File: src/rtl/capture_window_controller.sv
// capture_window_controller: gates raw sensor framing to a crop window for one frame per start request.
// Optional watchdog on frame-start waits is enabled by defining CAPTURE_TIMEOUT_EN.
module capture_window_controller #(
  parameter int          MAX_DIM        = 2048,
  parameter logic [23:0] TIMEOUT_CYCLES = 24'd10_000_000
) (
  input  logic                       clock_in,
  input  logic                       reset_in,
  input  logic                       start_capture_in,
  input  logic                       abort_in,
  input  logic                       frame_valid_in,
  input  logic                       line_valid_in,
  input  logic [$clog2(MAX_DIM)-1:0] x_offset_in,
  input  logic [$clog2(MAX_DIM)-1:0] y_offset_in,
  input  logic [$clog2(MAX_DIM)-1:0] width_in,
  input  logic [$clog2(MAX_DIM)-1:0] height_in,
  output logic                       frame_valid_out,
  output logic                       line_valid_out,
  output logic                       busy_out,
  output logic                       capture_done_out,
  output logic                       short_frame_out,
  output logic                       timeout_out
);
  localparam int W = $clog2(MAX_DIM);
  localparam logic [2:0] IDLE             = 3'd0;
  localparam logic [2:0] WAIT_FRAME_END   = 3'd1;
  localparam logic [2:0] WAIT_FRAME_START = 3'd2;
  localparam logic [2:0] CAPTURE          = 3'd3;
  localparam logic [2:0] DONE             = 3'd4;
  logic [2:0]   state;
  logic [W-1:0] x_off, y_off, wid, hgt, x_count, y_count;
  logic [W:0]   x_end, y_end;
  logic         lv_d, live, in_x, in_y, waiting, wd_hit;
  assign x_end    = {1'b0, x_off} + {1'b0, wid};
  assign y_end    = {1'b0, y_off} + {1'b0, hgt};
  assign in_x     = x_count >= x_off && {1'b0, x_count} < x_end;
  assign in_y     = y_count >= y_off && {1'b0, y_count} < y_end;
  assign waiting  = state == WAIT_FRAME_END || state == WAIT_FRAME_START;
  assign busy_out = state != IDLE;
  // The first active cycle seen in WAIT_FRAME_START already counts as captured, keeping latency at one cycle.
  assign live = !abort_in && frame_valid_in && (state == CAPTURE || state == WAIT_FRAME_START);
`ifdef CAPTURE_TIMEOUT_EN
  logic [23:0] wd;
  assign wd_hit = (state == WAIT_FRAME_END || (state == WAIT_FRAME_START && !frame_valid_in))
                  && wd == TIMEOUT_CYCLES - 24'd1;
  always_ff @(posedge clock_in) wd <= (reset_in || !waiting) ? 24'd0 : wd + 24'd1;
`else
  assign wd_hit = 1'b0;
`endif
  always_ff @(posedge clock_in) begin
    if (reset_in) begin
      state            <= IDLE;
      x_off            <= '0;
      y_off            <= '0;
      wid              <= '0;
      hgt              <= '0;
      x_count          <= '0;
      y_count          <= '0;
      lv_d             <= 1'b0;
      frame_valid_out  <= 1'b0;
      line_valid_out   <= 1'b0;
      capture_done_out <= 1'b0;
      short_frame_out  <= 1'b0;
      timeout_out      <= 1'b0;
    end else begin
      lv_d             <= live && line_valid_in;
      x_count          <= (live && line_valid_in) ? x_count + 1'b1 : '0;
      y_count          <= !live ? '0 : (lv_d && !line_valid_in) ? y_count + 1'b1 : y_count;
      frame_valid_out  <= live;
      line_valid_out   <= live && line_valid_in && in_x && in_y;
      capture_done_out <= !abort_in && state == CAPTURE && !frame_valid_in;
      timeout_out      <= !abort_in && wd_hit;
      if (abort_in)
        state <= IDLE;
      else if (state == IDLE) begin
        if (start_capture_in) begin
          x_off           <= x_offset_in;
          y_off           <= y_offset_in;
          wid             <= width_in;
          hgt             <= height_in;
          short_frame_out <= 1'b0;
          state           <= frame_valid_in ? WAIT_FRAME_END : WAIT_FRAME_START;
        end
      end else if (state == WAIT_FRAME_END)
        state <= wd_hit ? IDLE : frame_valid_in ? WAIT_FRAME_END : WAIT_FRAME_START;
      else if (state == WAIT_FRAME_START)
        state <= frame_valid_in ? CAPTURE : wd_hit ? IDLE : WAIT_FRAME_START;
      else if (state == CAPTURE) begin
        if (!frame_valid_in) begin
          state <= DONE;
          if ({1'b0, y_count} < y_end) short_frame_out <= 1'b1;
        end
      end else
        state <= IDLE;
    end
  end
endmodule
File: config.mk
export PLATFORM = sky130hd
export DESIGN_NAME = capture_window_controller
export DESIGN_NICKNAME = d
export VERILOG_FILES = /design/src/rtl/capture_window_controller.sv
export SDC_FILE = /design/constraint.sdc
export NUM_CORES = 1
export LEC_CHECK = 0
export BUFFER_PORTS_ARGS = -buffer_cell sky130_fd_sc_hd__clkbuf_2
export CELL_PAD_IN_SITES_DETAIL_PLACEMENT = 0
export CELL_PAD_IN_SITES_GLOBAL_PLACEMENT = 1
export CORE_ASPECT_RATIO = 1.1
export CORE_UTILIZATION = 44
export DETAILED_ROUTE_END_ITERATION = 8
export GPL_ROUTABILITY_DRIVEN = 0
export MAX_ROUTING_LAYER = met4
export PLACE_DENSITY = 0.84
export SYNTH_ARGS = -nofsm -noshare
export SYNTH_HDL_FRONTEND = slang
export SYNTH_SLANG_ARGS = --single-unit
File: constraint.sdc
create_clock -name clock_in -period 6.1 [get_ports clock_in]
set_input_delay 1.22 -clock clock_in [delete_from_list [all_inputs] [get_ports clock_in]]
set_output_delay 1.22 -clock clock_in [all_outputs]
set_load 0.02 [all_outputs]
Word-level counts from Yosys, hierarchy flattened
Cells that the tools add are included.
- register bits after elaboration: 74
- input port bits: 50
- output and inout bits: 6
- logic and storage cells: 70
- add/sub/neg operators: 4
- magnitude comparators: 4
- equality and inequality tests: 8
- mux-type cells: 15
- bitwise gates (word level): 3
- reductions and logical operators: 24
- operators by type and width (kind ; number):
    11-bit by 11-bit adder with 12-bit output ; 2
    11-bit by 12-bit less-than comparator with 1-bit output ; 2
    11-bit by 1-bit adder with 11-bit output, second input constant ; 2
    11-bit greater-or-equal comparator ; 2
    3-bit 2-to-1 mux ; 6
    1-bit logical AND ; 10
    1-bit 2-to-1 mux ; 8
    7-bit AND reduction ; 1
    3-bit by 2-bit == test with 1-bit output, second input constant ; 2
    2-bit OR reduction ; 3
    5-bit by 2-bit != test with 1-bit output, second input constant ; 1
    2-bit by 1-bit != test with 1-bit output, second input constant ; 2
    2-bit != test, second input constant ; 2
    2-bit nonzero test ; 2
    3-bit by 1-bit == test with 1-bit output, second input constant ; 1
    1-bit logical NOT ; 3
    3-bit logical NOT ; 1
    1-bit inverter ; 3
    3-bit AND reduction ; 1
    3-bit nonzero test ; 1
    2-bit 2-to-1 mux ; 1
    2-bit AND reduction ; 1
    1-bit logical OR ; 1

Depth between registers and ports, before layout
- depth in word-level cells: 8
- gate-level depth with buffers: 16
- depth with buffers taken out: 16

Worst setup path after synthesis
No wires, ideal clock.
- path type: register to register
- start point: register y_off[0]
- end point: register line_valid_out
- setup time: 0.092 ns
- arrival: 2.874 ns
- data required time: 6.008 ns
- slack: 3.134 ns
- cell stages (with the launch flop): 15
- buffers on the path: 0
- clock period less this slack: 2.966 ns
- cell sequence: dfxtp_1 -> ha_1 -> fa_1 -> a21o_1 -> nand2_1 -> a21oi_1 -> nor3_1 -> nor2_1 -> o41ai_1 -> xor2_1 -> ha_1 -> and3_1 -> a221oi_1 -> a2111oi_2 -> nor4_1
- longest elaborated chain between the ends: 4
- elaborated cells on any way between the ends: 5
- those cells by class: 1 x add/sub; 2 x order compare; 2 x reduce/logical
- ends and longest elaborated chain (item ; RTL line ; RTL):
    start, declared ; 31 ; logic [W-1:0] x_off, y_off, wid, hgt, x_count, y_count;
    start signal, assigned ; 78 ; y_off <= y_offset_in;
    11-bit by 11-bit adder with 12-bit output ; 35 ; assign y_end = {1'b0, y_off} + {1'b0, hgt};
    11-bit by 12-bit less-than comparator with 1-bit output ; 37 ; assign in_y = y_count >= y_off && {1'b0, y_count} < y_end;
    1-bit logical AND * ; 37 ;
    1-bit logical AND * ; 70 ; line_valid_out <= live && line_valid_in && in_x && in_y;
    end signal, assigned ; 70 ;
    end, declared ; 18 ; output logic line_valid_out,
Mark *: on every way between the ends. The rest lies on a longest branch, timed or not.
A chain may end at the register's enable or synchronous reset.

==> qor.csv <==
stage,metric,value,unit
worst_setup_path,critPathKind,primary input to flop,
finish,final_cell_area,4990,µm²
routing,wl_per_cell,13.4,µm
sta,maxSlewHeadroom,40.4,%
sta,skew,0.00724,ns
clock_network,post_cts_resized,0,
place,dp_cells,702,
worst_setup_path,cp_data_required_time,6.35,ns
logic_synthesis,syn-num-nets,663,
clock_network,cts_tree,done,
logic_synthesis,synth_area,4540,µm²
place,portBuffers,54,
worst_setup_path,worstSetupStartpointType,primary input,
die,rows,38,
clock_network,clk_pin_slew_worst_paths,0.08,ns
routing,firstDrtPassIters,4,
finish,drive_gt1_share,12.9,%
place,dp_slack,2.40,ns
routing,num_vias,3775,
clock_network,cts_root_buffer,clkbuf_8,
clock_network,clockBufferDepth,2,
grt,grt_pass1_vias,3509,
sta,period_needed,3.37,ns
grt,grt_start_max_net_pins,47,
sta,finalHoldViolCount,0,
worst_setup_path,end_kind,flop,
sta,grt_setup_unrepaired,false,
logic_synthesis,synth_edf_count,0,
logic_synthesis,ys.flop_type,dfxtp_1,
logic_synthesis,synth-async-reset-ratio,0,%
grt,antenna_found_initial,0,
pwr,p_seq_share,50.8,%
finish,final.fill_count,971,
sta,fin_ws,2.73,ns
grt,grt_pass1_wl,16.3,mm
finish,fin_nets,711,
sta,slew_viol_final,0,
pwr,p_int,0.722,mW
finish,antenna_cells,0,
die,core_area,9940,µm²
routing,drc_errors,0,
die,pin_count,56,
logic_synthesis,yosysSeqAreaShare,32.6,%
clock_network,postCtsHoldBufs,0,
pwr,finalPower,1.00,mW
logic_synthesis,ys_ff_latch,74,
worst_setup_path,crit_fanout,46,
routing,drt-total-wl,9.59,mm
pwr,p_switching,0.281,mW
worst_setup_path,crit_arrival,3.62,ns
hold_path,hold_path.class,flop to flop,
die,die_y,109,µm
sta,hold_ws,0.462,ns
die,start_util,45.7,%
place,dpl.hpwl,7.48,mm
die,die_area,10700,µm²
grt,grt_use_total,19.7,%
sta,fmax,297,MHz
pwr,leakagePower,2.20,nW
clock_network,cts_setup_buffers,0,
die,die_w,98.9,µm
clock_network,clock_latency,0.35,ns
finish,multiInputGateArea,2790,µm²
finish,ff_latch_area,1480,µm²
flow_run,drv.max_cap_violation_count,0,
pwr,p_per_area,201,nW/µm²
routing,ant_nets,0,
clock_network,cts_inserted_buffers,9,
grt,grt_overflow,0,
finish,stdcell_count,718,
logic_synthesis,syn_inst,545,
logic_synthesis,ys_warn_count,0,
pwr,switching_share,28.0,%
sta,worst_pin_slew,0.893,ns
finish,area_growth,9.83,%
routing,routed_via_density,5.26,
sta,finalCritPeriodShare,55.2,%
routing,drt_iter0_drc,144,
pwr,pwr-share-comb,14.5,%
status,status,completed,
logic_synthesis,ys_types,49,
clock_network,cts.htree.levels,3,
clock_network,cts.sinks,74,
pwr,clock_power_share,34.8,%
sta,setup_viol,0,
finish,final_util,50.2,%
sta,final.setup.tns,0,ns
pwr,peakVddDrop,0.143,mV
logic_synthesis,syn_avg_cell_area,8.34,µm²
place,place_area,4810,µm²
## kinds of logic (layout without fill, tap and decap cells)
kind of cell,after synthesis,count (layout),synth area share (%)
other cells,1,1,0.0825
xor+xnor,35,35,6.75
mux,1,1,0.220
flops,74,74,32.6
compound gates,121,121,16.2
fa+ha+maj,68,68,19.1
simple gates,197,197,19.1
buf+inv,48,101,6.03
## layout make-up
type | count | share of cell area, %
inverters | 30 | 2.26
flip-flops and latches | 74 | 29.7
multi-input cells | 423 | 55.9
clock inverters | 5 | 0.777
repair buffers | 55 | 5.57
clock buffers | 11 | 2.83
well taps | 120 | 3.01
## layer usage
metal  global-route usage [%]  share of wire (%)  up-vias
met1                     27.8                 54     1734
li1                         -                  -     1977
met3                     3.43                3.3        6
met4                     5.76               0.99        0
met5                        -                  0        -
met2                     28.6                 42       58
## Yosys cell counts, drive strengths merged (2+ instances only)
cell type,count,area (µm²)
nand2,103,387
dfxtp,74,1480
ha,66,826
a21oi,63,315
nor2,41,154
inv,30,113
xor2,28,245
o21ai,19,98.9
nand3,15,75.1
buf,11,135
a21o,9,67.6
and3,8,50.1
clkbuf,7,26.3
xnor2,7,61.3
nand2b,6,37.5
a211oi,4,30.0
nand4,4,25.0
nor2b,4,25.0
nor3,4,20.0
a311oi,3,26.3
and2,3,18.8
o211ai,3,22.5
o21a,3,22.5
or3,3,18.8
a2111oi,2,23.8
a211o,2,17.5
a31oi,2,12.5
fa,2,40.0
nor3b,2,26.3
o221ai,2,17.5
or2,2,12.5
## flip-flops by register name (all words and copies together) (netlist names)
signal and flops:
frame_valid_out 1, lv_d 1, y_off 11, line_valid_out 1, x_off 11, x_count 11, hgt 11, state 3
wid 11, y_count 11, short_frame_out 1, capture_done_out 1
## power by group through the flow
stage	Combinational, mW	Clock, mW	Sequential [mW]
4_1_cts	0.145	0.363	0.509
3_3_place_gp	0.139	0	0.520
6_report	0.145	0.349	0.509
5_1_grt	0.165	0.382	0.511
2_1_floorplan	0.111	0	0.516
3_5_place_dp	0.143	0	0.521
## layout by cell type (no fill, tap or decap), drive strengths merged, types with 2 or more instances in the layout
cell	instances
clkinv	3
a21oi	63
or2	2
fa	2
nand2	103
dfxtp	74
o221ai	2
a31oi	2
nand2b	6
inv	31
a211oi	4
xnor2	7
nand4	4
nor2b	4
a21o	9
a2111oi	2
clkbuf	65
ha	66
a211o	2
and2	3
nor2	41
nor3	4
a311oi	3
and3	8
o21a	3
o211ai	3
nand3	15
o21ai	19
or3	3
nor3b	2
xor2	28
## worst max-delay path, stage by stage
cell and delay, ns:
clkbuf_2 0.47, nor3_1 0.57, nand3_1 0.50, inv_1 0.21
nand2_1 0.27, nor4_1 0.36
## worst paths after layout
kind	start	endpoint	slack, ns	cells past startpoint
max	reset_in	line_valid_out	2.73	6
min	hgt[0]	hgt[0]	0.46	2
max reg2reg	y_off[0]	short_frame_out	2.74	14
min reg2reg	hgt[0]	hgt[0]	0.46	2
No activity file was read; power rests on OpenSTA's default activity.
